[config.mk]
export PLATFORM = sky130hd
export DESIGN_NAME = alu_arbiter
export DESIGN_NICKNAME = d
export VERILOG_FILES = /design/src/rtl/alu_arbiter.sv
export SDC_FILE = /design/constraint.sdc
export NUM_CORES = 1
export LEC_CHECK = 0
export ABC_CLOCK_PERIOD_IN_PS = 3050
export BUFFER_PORTS_ARGS = -buffer_cell sky130_fd_sc_hd__buf_2
export CAP_MARGIN = 20
export CORE_MARGIN = 2
export CORE_UTILIZATION = 48
export CTS_BUF_LIST = sky130_fd_sc_hd__clkbuf_2 sky130_fd_sc_hd__clkbuf_4 sky130_fd_sc_hd__clkbuf_8
export DETAILED_ROUTE_END_ITERATION = 10
export PLACE_DENSITY = 0.83
export RECOVER_POWER = 25
export SYNTH_ARGS = -nofsm -noshare
export SYNTH_HDL_FRONTEND = slang
export SYNTH_SLANG_ARGS = --single-unit
[constraint.sdc]
create_clock -name clk -period 3.05 [get_ports clk]
set_input_delay 0.4575 -clock clk [delete_from_list [all_inputs] [get_ports clk]]
set_output_delay 0.4575 -clock clk [all_outputs]
set_load 0.1 [all_outputs]
[src/rtl/alu_arbiter.sv]
// Round-robin arbiter sharing one pipelined ALU among several requesters.
// An in-order ID FIFO routes each ALU result back to the requester that issued it.
module alu_arbiter #(
    parameter int NUM_REQ = 4,
    parameter int DATA_W  = 8,
    parameter int CTL_W   = 4,
    parameter int MAX_OUT = 4
) (
    input  logic                      clk,
    input  logic                      reset,
    input  logic [NUM_REQ-1:0]        req_valid,
    output logic [NUM_REQ-1:0]        req_ready,
    input  logic [NUM_REQ*DATA_W-1:0] req_a,
    input  logic [NUM_REQ*DATA_W-1:0] req_b,
    input  logic [NUM_REQ-1:0]        req_cin,
    input  logic [NUM_REQ*CTL_W-1:0]  req_ctl,
    output logic                      valid_in,
    output logic [DATA_W-1:0]         a,
    output logic [DATA_W-1:0]         b,
    output logic                      cin,
    output logic [CTL_W-1:0]          ctl,
    input  logic                      valid_out,
    input  logic [DATA_W-1:0]         alu,
    input  logic                      carry,
    input  logic                      zero,
    output logic [NUM_REQ-1:0]        rsp_valid,
    output logic [DATA_W-1:0]         rsp_data,
    output logic                      rsp_carry,
    output logic                      rsp_zero,
    input  logic                      drain_req,
    output logic                      drain_done,
    output logic [$clog2(MAX_OUT):0]  outstanding,
    output logic                      err_spurious
);

    localparam int PW = $clog2(NUM_REQ);
    localparam int AW = $clog2(MAX_OUT);
    localparam int OW = AW + 1;

    typedef enum logic [1:0] {
        RUN   = 2'd0,
        DRAIN = 2'd1,
        IDLE  = 2'd2
    } state_t;

    state_t state, state_nxt;

    logic [PW-1:0] ptr;
    logic [PW-1:0] ptr_nxt;
    logic [PW-1:0] gnt_id;
    logic          gnt_any;
    logic          issue_ok;
    logic          run_st;
    logic [PW:0]   sum;
    logic [PW-1:0] idx;

    logic [PW-1:0] fifo [MAX_OUT];
    logic [AW-1:0] wr_ptr;
    logic [AW-1:0] rd_ptr;
    logic          pop;

    // FSM: state register
    always_ff @(posedge clk or negedge reset) begin
        if (!reset) begin
            state <= RUN;
        end else begin
            state <= state_nxt;
        end
    end

    // FSM: next state
    always_comb begin
        state_nxt = state;
        unique case (state)
            RUN:     if (drain_req) state_nxt = DRAIN;
            DRAIN:   if (outstanding == '0) state_nxt = IDLE;
            IDLE:    if (!drain_req) state_nxt = RUN;
            default: state_nxt = RUN;
        endcase
    end

    // FSM: outputs
    always_comb begin
        run_st     = (state == RUN);
        drain_done = (state == IDLE);
    end

    // A pop in the same cycle does not free a credit for this cycle's grant.
    assign issue_ok = reset && run_st && (outstanding < OW'(MAX_OUT));

    always_comb begin
        gnt_any = 1'b0;
        gnt_id  = '0;
        sum     = '0;
        idx     = '0;
        for (int k = 0; k < NUM_REQ; k++) begin
            sum = {1'b0, ptr} + (PW+1)'(k);
            if (sum >= (PW+1)'(NUM_REQ)) sum = sum - (PW+1)'(NUM_REQ);
            idx = sum[PW-1:0];
            if (!gnt_any && issue_ok && req_valid[idx]) begin
                gnt_any = 1'b1;
                gnt_id  = idx;
            end
        end
    end

    assign ptr_nxt   = (gnt_id == PW'(NUM_REQ - 1)) ? '0 : gnt_id + PW'(1);
    assign req_ready = gnt_any ? (NUM_REQ'(1) << gnt_id) : '0;
    assign pop       = valid_out && (outstanding != '0);

    always_ff @(posedge clk or negedge reset) begin
        if (!reset) begin
            ptr      <= '0;
            valid_in <= 1'b0;
            a        <= '0;
            b        <= '0;
            cin      <= 1'b0;
            ctl      <= '0;
        end else begin
            valid_in <= gnt_any;
            if (gnt_any) begin
                ptr <= ptr_nxt;
                a   <= req_a[int'(gnt_id)*DATA_W +: DATA_W];
                b   <= req_b[int'(gnt_id)*DATA_W +: DATA_W];
                cin <= req_cin[gnt_id];
                ctl <= req_ctl[int'(gnt_id)*CTL_W +: CTL_W];
            end
        end
    end

    always_ff @(posedge clk) begin
        if (gnt_any) fifo[wr_ptr] <= gnt_id;
    end

    always_ff @(posedge clk or negedge reset) begin
        if (!reset) begin
            wr_ptr       <= '0;
            rd_ptr       <= '0;
            outstanding  <= '0;
            err_spurious <= 1'b0;
            rsp_valid    <= '0;
            rsp_data     <= '0;
            rsp_carry    <= 1'b0;
            rsp_zero     <= 1'b0;
        end else begin
            if (gnt_any) wr_ptr <= wr_ptr + AW'(1);
            if (pop) rd_ptr <= rd_ptr + AW'(1);
            if (gnt_any && !pop) begin
                outstanding <= outstanding + OW'(1);
            end else if (!gnt_any && pop) begin
                outstanding <= outstanding - OW'(1);
            end
            if (valid_out && !pop) err_spurious <= 1'b1;
            rsp_valid <= pop ? (NUM_REQ'(1) << fifo[rd_ptr]) : '0;
            if (pop) begin
                rsp_data  <= alu;
                rsp_carry <= carry;
                rsp_zero  <= zero;
            end
        end
    end

endmodule

### After elaboration in Yosys (flattened, before gate mapping)

Memories as Yosys holds them, arrays and structs flattened.
Cells that the tools add are included.

| operators by class | value |
|---|---|
| reductions and logical operators | 23 |
| shift-type cells | 5 |
| multiply operators | 0 |
| add/subtract/negate cells | 12 |
| magnitude comparators | 10 |
| mux-type cells | 33 |
| bitwise gates (word level) | 0 |
| equality and inequality tests | 6 |
| div/mod/pow operators | 0 |

Operator list:

| cell | number |
|---|---|
| $shiftx 32x6->8 | 2 |
| $mux 2 | 12 |
| $shiftx 16x5->4 | 1 |
| $lt 2x3->1 const B | 5 |
| $logic_and 1x1->1 | 13 |
| $mux 1 | 11 |
| $bmux 1 s2 | 5 |
| $ge 3x3->1 const B | 3 |
| $mux 4 | 2 |
| $shl 1x2->4 const A | 2 |
| $sub 2x1->2 const B | 4 |
| $add 2x1->2 const B | 3 |
| $add 2x2->3 const B | 2 |
| $mux 3 | 2 |
| $ne 2x2->1 const B | 3 |
| $pmux 2 s3 | 1 |
| $logic_not 1->1 | 5 |
| $eq 2x2->1 const B | 2 |
| $add 2x1->3 const B | 1 |
| $add 3x1->3 const B | 1 |
| $ge 2x3->1 const B | 1 |
| $logic_not 3->1 | 1 |
| $lt 3x3->1 const B | 1 |
| $reduce_and 3->1 | 1 |
| other kinds (5) | 5 |

| word-level totals | value |
|---|---|
| flip-flop bits (word level) | 48 |
| bits in latches | 0 |
| memories | 1 |
| word-level logic and storage cells | 105 |
| bits in writable memories | 8 |
| bits in read-only memories | 0 |

Memories:

| memory | depth | bits a word | rd ports | clocked after Yosys merged registers in | write ports | line | source |
|---|---|---|---|---|---|---|---|
| fifo | 4 | 2 | 1 | 0 | 1 | 57 | `logic [PW-1:0] fifo [MAX_OUT];` |

### Logic depth before layout (Yosys ltp)

Gate-level depths: netlist of the first run.

| logic depth | value |
|---|---|
| depth in word-level cells | 22 |
| mapped depth | 11 |

### Worst setup path before layout of the first run

Ideal clock, no wire load.

| path | value |
|---|---|
| path kind | reg2out |
| start point | register outstanding[2] |
| end point | output port req_ready[3] |
| stages on the path, launching flop included | 8 |
| data arrival time | 3.015 ns |
| setup slack | -0.423 ns |
| cell sequence | dfrtp_1 nor4b_4 buf_2 o2111ai_1 clkbuf_1 inv_1 ha_1 and3_1 |

| between the ends | value |
|---|---|
| word-level cells in the longest chain between the ends | 18 |
| elaborated cells on any way between the ends | 22 |
| those cells by class | order compare (1); shift (1); mux (9); reduce/logical (11) |

Ends and longest elaborated chain:

| what | line | source |
|---|---|---|
| from (decl) | 32 | `output logic [$clog2(MAX_OUT):0] outstanding,` |
| from (signal assigned) | 149 | `outstanding <= outstanding + OW'(1);` |
| from (signal assigned) | 151 | `outstanding <= outstanding - OW'(1);` |
| $lt 3x3->1 (*) | 89 | `assign issue_ok = reset && run_st && (outstanding < OW'(MAX_OUT));` |
| $logic_and 1x1->1 (*) | 89 |  |
| $logic_and 1x1->1 | 100 | `if (!gnt_any && issue_ok && req_valid[idx]) begin` |
| $mux 1 | 100 |  |
| $logic_not 1->1 | 100 |  |
| $logic_and 1x1->1 (2 in series) | 100 |  |
| $mux 1 | 100 |  |
| $logic_not 1->1 | 100 |  |
| $logic_and 1x1->1 (2 in series) | 100 |  |
| $mux 1 | 100 |  |
| $logic_not 1->1 | 100 |  |
| $logic_and 1x1->1 (2 in series) | 100 |  |
| $mux 2 (*) | 100 |  |
| named net gnt_id[0] | 50 | `logic [PW-1:0] gnt_id;` |
| $shl 1x2->4 (*) | 108 | `assign req_ready = gnt_any ? (NUM_REQ'(1) << gnt_id) : '0;` |
| $mux 4 (*) | 108 |  |
| to (decl) | 12 | `output logic [NUM_REQ-1:0] req_ready,` |

Mark *: on every way through the listed nets, which the timed path passes. The rest lies on a longest branch.

### Worst setup path in the final report of the first run

| path | value |
|---|---|
| start point | register outstanding[2] |
| end point | output port req_ready[2] |

| between the ends | value |
|---|---|
| word-level cells in the longest chain between the ends | 18 |
| elaborated cells on any way between the ends | 22 |
| those cells by class | order compare (1); shift (1); mux (9); reduce/logical (11) |

Ends and longest elaborated chain:

| what | line |
|---|---|
| $lt 3x3->1 (*) | 89 |
| $logic_and 1x1->1 (*) | 89 |
| $logic_and 1x1->1 | 100 |
| $mux 1 | 100 |
| $logic_not 1->1 | 100 |
| $logic_and 1x1->1 (2 in series) | 100 |
| $mux 1 | 100 |
| $logic_not 1->1 | 100 |
| $logic_and 1x1->1 (2 in series) | 100 |
| $mux 1 | 100 |
| $logic_not 1->1 | 100 |
| $logic_and 1x1->1 (2 in series) | 100 |
| $mux 2 | 100 |
| $shl 1x2->4 | 108 |
| $mux 4 (*) | 108 |

Every way passes the cells marked *; elsewhere a longest branch is shown, timed or not.

==> results of run 1 <==
==> registers in the layout, indices dropped and copies added (netlist names), 2 cells and up <==
signal       flops
b                8
ptr              2
wr_ptr           2
outstanding      3
ctl              4
state            2
a                8
rd_ptr           2
rsp_valid        4
fifo             8
rsp_data         8
==> cell families (layout without fill, tap and decap cells) <==
kind of cell | Yosys count | count (layout)
AND/OR/NAND/NOR | 64 | 64
flip-flops | 56 | 56
multiplexers | 45 | 45
buffers and inverters | 21 | 170
AO/OA/AOI/OAI | 14 | 14
adder cells (fa/ha/maj) | 10 | 10
XOR/XNOR | 6 | 6
==> through the flow <==
| stage | cell area (sq um) | hold WS [ns] |
|---|---|---|
| final | 4000 | 0.354 |
| after detailed placement | 3890 | 0.451 |
| after floorplan | 3030 | 0.162 |
| after global placement | 3890 | 0.433 |
| after CTS | 3990 | 0.291 |
| after global routing | 4000 | 0.346 |
==> worst max-delay path: stages, from the launching register on <==
cell      delay (ns)
dfrtp_2         0.47
nor4b_4         0.28
buf_4           0.18
nand3_4         0.06
a311oi_4        0.27
buf_12          0.26
ha_1            0.18
and3_1          0.21
buf_12          0.19
==> cell type report <==
| class | instances | share of cell area |
|---|---|---|
| Multi-Input combinational cell | 139 | 0.373 |
| Sequential cell | 56 | 0.360 |
| Timing Repair Buffer | 153 | 0.209 |
| Clock buffer | 8 | 0.0259 |
| Tap cell | 75 | 0.0234 |
| Inverter | 9 | 0.00844 |
==> layout by cell type (no fill, tap or decap), types with 2 or more instances in the layout <==
cell      netlist  final
a211oi_1        2      2
a21oi_1         3      3
and3_1          9      7
and3_2          0      2
buf_12          0      4
buf_2           3    142
buf_4           0      5
clkbuf_8        0      7
dfrtp_1        48     47
edfxtp_1        8      8
ha_1            9      9
inv_1           9      9
mux2_2          4      4
mux2_4         18     18
mux4_2         22     22
nand2_1        33     33
nand2b_1        3      3
nor2_1          5      5
nor2b_1         2      2
o211ai_1        2      2
o21ai_0         2      2
xnor2_1         4      4
xor2_1          2      2
==> power by group <==
part           switching (mW)  leakage (nW)  internal, mW  total (mW)
registers               0.233         0.654          1.05        1.29
clock network           0.218        0.0549         0.217       0.435
logic                    2.26          1.28         0.715        2.97
==> layer usage <==
metal	share of wire	GRT usage	up-vias
li1	-	-	1077
met1	0.41	0.280	1100
met2	0.53	0.383	83
met3	0.054	0.0328	6
met4	0.011	0.0566	0
met5	0	0	-
==> what timing repair did <==
action,CTS,global route
gates resized for setup,0,1
setup endpoints to repair,0,3
setup buffers,0,1
==> final timing paths <==
path	start	slack, ns	endpoint
max in group asynchronous	reset	1.71	outstanding[2]
min in group asynchronous	reset	0.55	wr_ptr[0]
min	alu[1]	0.35	rsp_data[1]
max reg2reg	outstanding[0]	0.40	outstanding[1]
min reg2reg	err_spurious	0.47	err_spurious
max	outstanding[2]	0.17	req_ready[2]
==> flow_summary.ini, run 1 <==
[worst_setup_path]
ff2ff_path_depth = 8
criticalPathCategory = flop to output port
path_max_fanout = 27
arrival_ns = 2.42
end_kind = output port
cp.required_ns = 2.59
start_kind = flop

[synth]
synth_area_sq_mm = 0.00302
synth_nets = 328
synth-edff-count = 8
synth_top_area_frac = 0.397
yosys-top-cells-count = dfrtp_1, nand2_1, mux4_2
synth-main-ff-cell = dfrtp_1
yosys.area_share.simple = 0.113
synth-xor-area-share = 0.0174
synth.avg_cell_area_sq_um = 14.0
synth_cells = 216
synth.area.mux_share = 0.277
synth-compound-area-share = 0.0377
ys_seq_area_frac = 0.477
async_reset_ff_frac = 0.857
yosys.area.top_type = dfrtp_1
synth_top_family_by_area = multiplexers
synthTopCellsByArea = dfrtp_1, mux4_2, mux2_4
synthAdderAreaFrac = 0.0439
synth_most_common_cell = dfrtp_1
synth_cell_types = 39
yosys_register_bits = 56
ys_warn_count = 0

[finish]
fin_cells = 440
nNetsFinal = 476
antenna_cells = 0
area_delta_synth_final_pct = 32.4
fillerInstances = 469
final_util = 0.668
multiInputGateArea_sq_mm = 0.00149
seqCellArea_sq_mm = 0.00144
drive_gt1_frac = 0.586

[sta]
tightest_slew_ns = 1.19
worst_slack_ns = 0.172
hold_violations = 0
setup-violations-final = 0
max_freq_mhz = 347
drv_slew = 0
fin_crit_ns = 2.88
fin_tns_setup_ns = 0
relSlewSlack = 0.204
rsz0062_at_grt = false
finalCritPeriodShare = 0.944
fin_worst_skew_ns = 0.00889

[die]
dieArea_sq_mm = 0.00695
io_pins = 147
coreArea_sq_mm = 0.00599
num_rows = 28
die_y_um = 83.4
start_util = 0.505
die_w_um = 83.4

[min_path]
worst_hold_path_type = input pin to flop
whs_path_depth = 3

[detailed_routing]
drtAntennaViolNets = 0
routedWlPerCell_um = 16.7
drcViolationCount = 0
num_vias = 2266
wirelength_um = 7370
firstDrtPassIters = 5
initialDrtViolationCount = 62
viasPerCell = 5.15

[grt]
grtUsageTotal = 0.217
grt_pass1_vias = 2329
antenna_found_initial = 0
grt_max_degree = 49
grt_overflow = 0
grt_pass1_wl_um = 11800

[power]
leakagePower_nw = 1.99
total_power_mw = 4.69
ir_worst_vdd_mv = 1.08
power_density_mw_per_mm2 = 1170

[place]
placed_cells = 431
post-dp-hpwl_um = 5860
gp_congestion = 0.919
dpl_worst_slack_ns = 0.318
portBuffers = 146

[cts]
clockBufferDepth = 2
cts_made_buffers = 5
htreeDepth = 2
clk-insertion-delay-late_ns = 0.30
cts_tree = yes
cts-root-buf = clkbuf_8
cts_num_sinks = 56
hold_buffers = 0
path_clk_slew_ns = 0.09

[run_status]
status = finished, final reports clean

[job]
drv_cap = 0
No activity file was read; power rests on OpenSTA's default activity.
==> inputs of run 2 (changes only) <==
--- a/config.mk
+++ b/config.mk
@@ -5,14 +5,16 @@
 export SDC_FILE = /design/constraint.sdc
 export NUM_CORES = 1
 export LEC_CHECK = 0
-export ABC_CLOCK_PERIOD_IN_PS = 3050
+export ABC_CLOCK_PERIOD_IN_PS = 2950
 export BUFFER_PORTS_ARGS = -buffer_cell sky130_fd_sc_hd__buf_2
 export CAP_MARGIN = 20
+export CELL_PAD_IN_SITES_DETAIL_PLACEMENT = 1
+export CELL_PAD_IN_SITES_GLOBAL_PLACEMENT = 1
 export CORE_MARGIN = 2
-export CORE_UTILIZATION = 48
+export CORE_UTILIZATION = 37
 export CTS_BUF_LIST = sky130_fd_sc_hd__clkbuf_2 sky130_fd_sc_hd__clkbuf_4 sky130_fd_sc_hd__clkbuf_8
 export DETAILED_ROUTE_END_ITERATION = 10
-export PLACE_DENSITY = 0.83
+export PLACE_DENSITY_LB_ADDON = 0.1
 export RECOVER_POWER = 25
 export SYNTH_ARGS = -nofsm -noshare
 export SYNTH_HDL_FRONTEND = slang
==> constraint.sdc (replaced) <==
create_clock -name clk -period 2.95 [get_ports clk]
set_input_delay 0.4425 -clock clk [delete_from_list [all_inputs] [get_ports clk]]
set_output_delay 0.4425 -clock clk [all_outputs]
set_load 0.1 [all_outputs]
==> flow_summary.ini, run 2 (synthesis gave the netlist of run 1 again) <==
[die]
io_pins = 147
coreArea_sq_mm = 0.00781
start_util = 0.387
die_y_um = 94.4
num_rows = 32
dieArea_sq_mm = 0.00891
die_w_um = 94.4

[grt]
grt_max_degree = 49
grt_pass1_vias = 2532
grtUsageTotal = 0.175
grt_overflow = 0
grt_pass1_wl_um = 12100
antenna_found_initial = 0

[place]
dpl_worst_slack_ns = 0.275
placed_cells = 458
post-dp-hpwl_um = 6000
gp_congestion = 0.760
portBuffers = 146

[worst_setup_path]
crit_path_max_incr_delay_ns = 0.47
crit_path_cell_trace = nor4b_4, buf_4, nand3_4, a311oi_4, buf_4, buf_12, ha_1, and3_2, buf_12
arrival_ns = 2.35
start_kind = flop
critPathTopFamily = buffers and inverters
path_max_fanout = 5
cp.required_ns = 2.51
criticalPathCategory = flop to output port
crit_path_top_delay_cell = dfrtp_2
ff2ff_path_depth = 9
cp_num_buf_inv = 4
crit_cells = 9
end_kind = output port

[sta]
rsz0062_at_grt = false
relSlewSlack = 0.206
tightest_slew_ns = 1.19
worst_slack_ns = 0.157
fin_crit_ns = 2.79
max_freq_mhz = 358
drv_slew = 0
hold_violations = 0
fin_tns_setup_ns = 0
hold-worst-slack_ns = 0.315
fin_worst_skew_ns = 0.00799
finalCritPeriodShare = 0.947
setup-violations-final = 0

[cts]
clk-insertion-delay-late_ns = 0.31
cts_num_sinks = 56
clockBufferDepth = 2
hold_buffers = 0
path_clk_slew_ns = 0.11
htreeDepth = 2
cts_made_buffers = 5
cts_tree = yes
cts-root-buf = clkbuf_8

[min_path]
whs_path_depth = 3
worst_hold_path_type = input pin to flop

[finish]
fillerInstances = 896
fin_cells = 473
drive_gt1_frac = 0.598
nNetsFinal = 482
antenna_cells = 0
area_delta_synth_final_pct = 34.7
final_cell_mix = buf_2, dfrtp_1, nand2_1, mux4_2, mux2_4
final_common_cell = buf_2

[detailed_routing]
drtAntennaViolNets = 0
initialDrtViolationCount = 69
wirelength_um = 7740
num_vias = 2328
firstDrtPassIters = 4
viasPerCell = 4.92
drcViolationCount = 0
routedWlPerCell_um = 16.4

[power]
power_density_mw_per_mm2 = 1190
ir_worst_vdd_mv = 0.540
leakagePower_nw = 2.02

[run_status]
status = finished, final reports clean

[job]
drv_cap = 0
==> run 2: repair_timing <==
| action | CTS | global route |
|---|---|---|
| buffers inserted | 2 | 4 |
| pin swaps | 1 | 1 |
| setup endpoints to repair | 3 | 3 |
| gates cloned | 0 | 1 |
| gates resized for setup | 0 | 1 |
==> run 2: where the power goes <==
| part | internal (mW) | switching, mW |
|---|---|---|
| sequential | 1.09 | 0.231 |
| clock | 0.169 | 0.260 |
| combinational | 0.758 | 2.35 |
| total | 2.02 | 2.84 |
==> run 2: per-layer routing <==
metal	share of wire	vias to the layer above	track usage	wire, um
met5	0	-	0	0
met4	0.0039	0	0.0362	30
met3	0.062	2	0.0423	480
met2	0.54	91	0.320	4210
met1	0.39	1144	0.210	3010
li1	-	1091	-	-
==> run 2: final cells by class <==
class	count	area (sq um)	area share
Clock buffer	5	68.8	0.0169
Inverter	9	33.8	0.00830
Sequential cell	56	1440	0.354
Clock inverter	3	21.3	0.00522
Timing Repair Buffer	159	888	0.218
Tap cell	102	128	0.0313
Multi-Input combinational cell	139	1490	0.366
==> run 2: worst paths after layout <==
| kind | start | endpoint | slack [ns] |
|---|---|---|---|
| min reg2reg | err_spurious | err_spurious | 0.47 |
| max in group asynchronous | reset | outstanding[2] | 1.72 |
| min in group asynchronous | reset | outstanding[2] | 0.45 |
| max reg2reg | outstanding[2] | b[4] | 0.31 |
| max | outstanding[2] | req_ready[3] | 0.16 |
| min | alu[2] | rsp_data[2] | 0.32 |
==> run 2: through the flow <==
stage | power [mW] | utilization | instance area [sq um]
2_1_floorplan | 3.87 | - | 3030
3_3_place_gp | 4.39 | 0.501 | 3910
3_5_place_dp | 4.44 | 0.501 | 3910
4_1_cts | 4.89 | 0.514 | 4020
5_1_grt | 5.10 | 0.521 | 4070
6_report | 4.85 | 0.521 | 4070
==> run 2: worst register-to-register path, cell delays in order (launching register included) <==
cell      delay (ns)
dfrtp_2         0.47
nor4b_4         0.27
buf_4           0.18
nand3_4         0.07
a311oi_4        0.27
buf_4           0.17
buf_12          0.10
buf_4           0.18
mux4_1          0.56
mux2_2          0.27
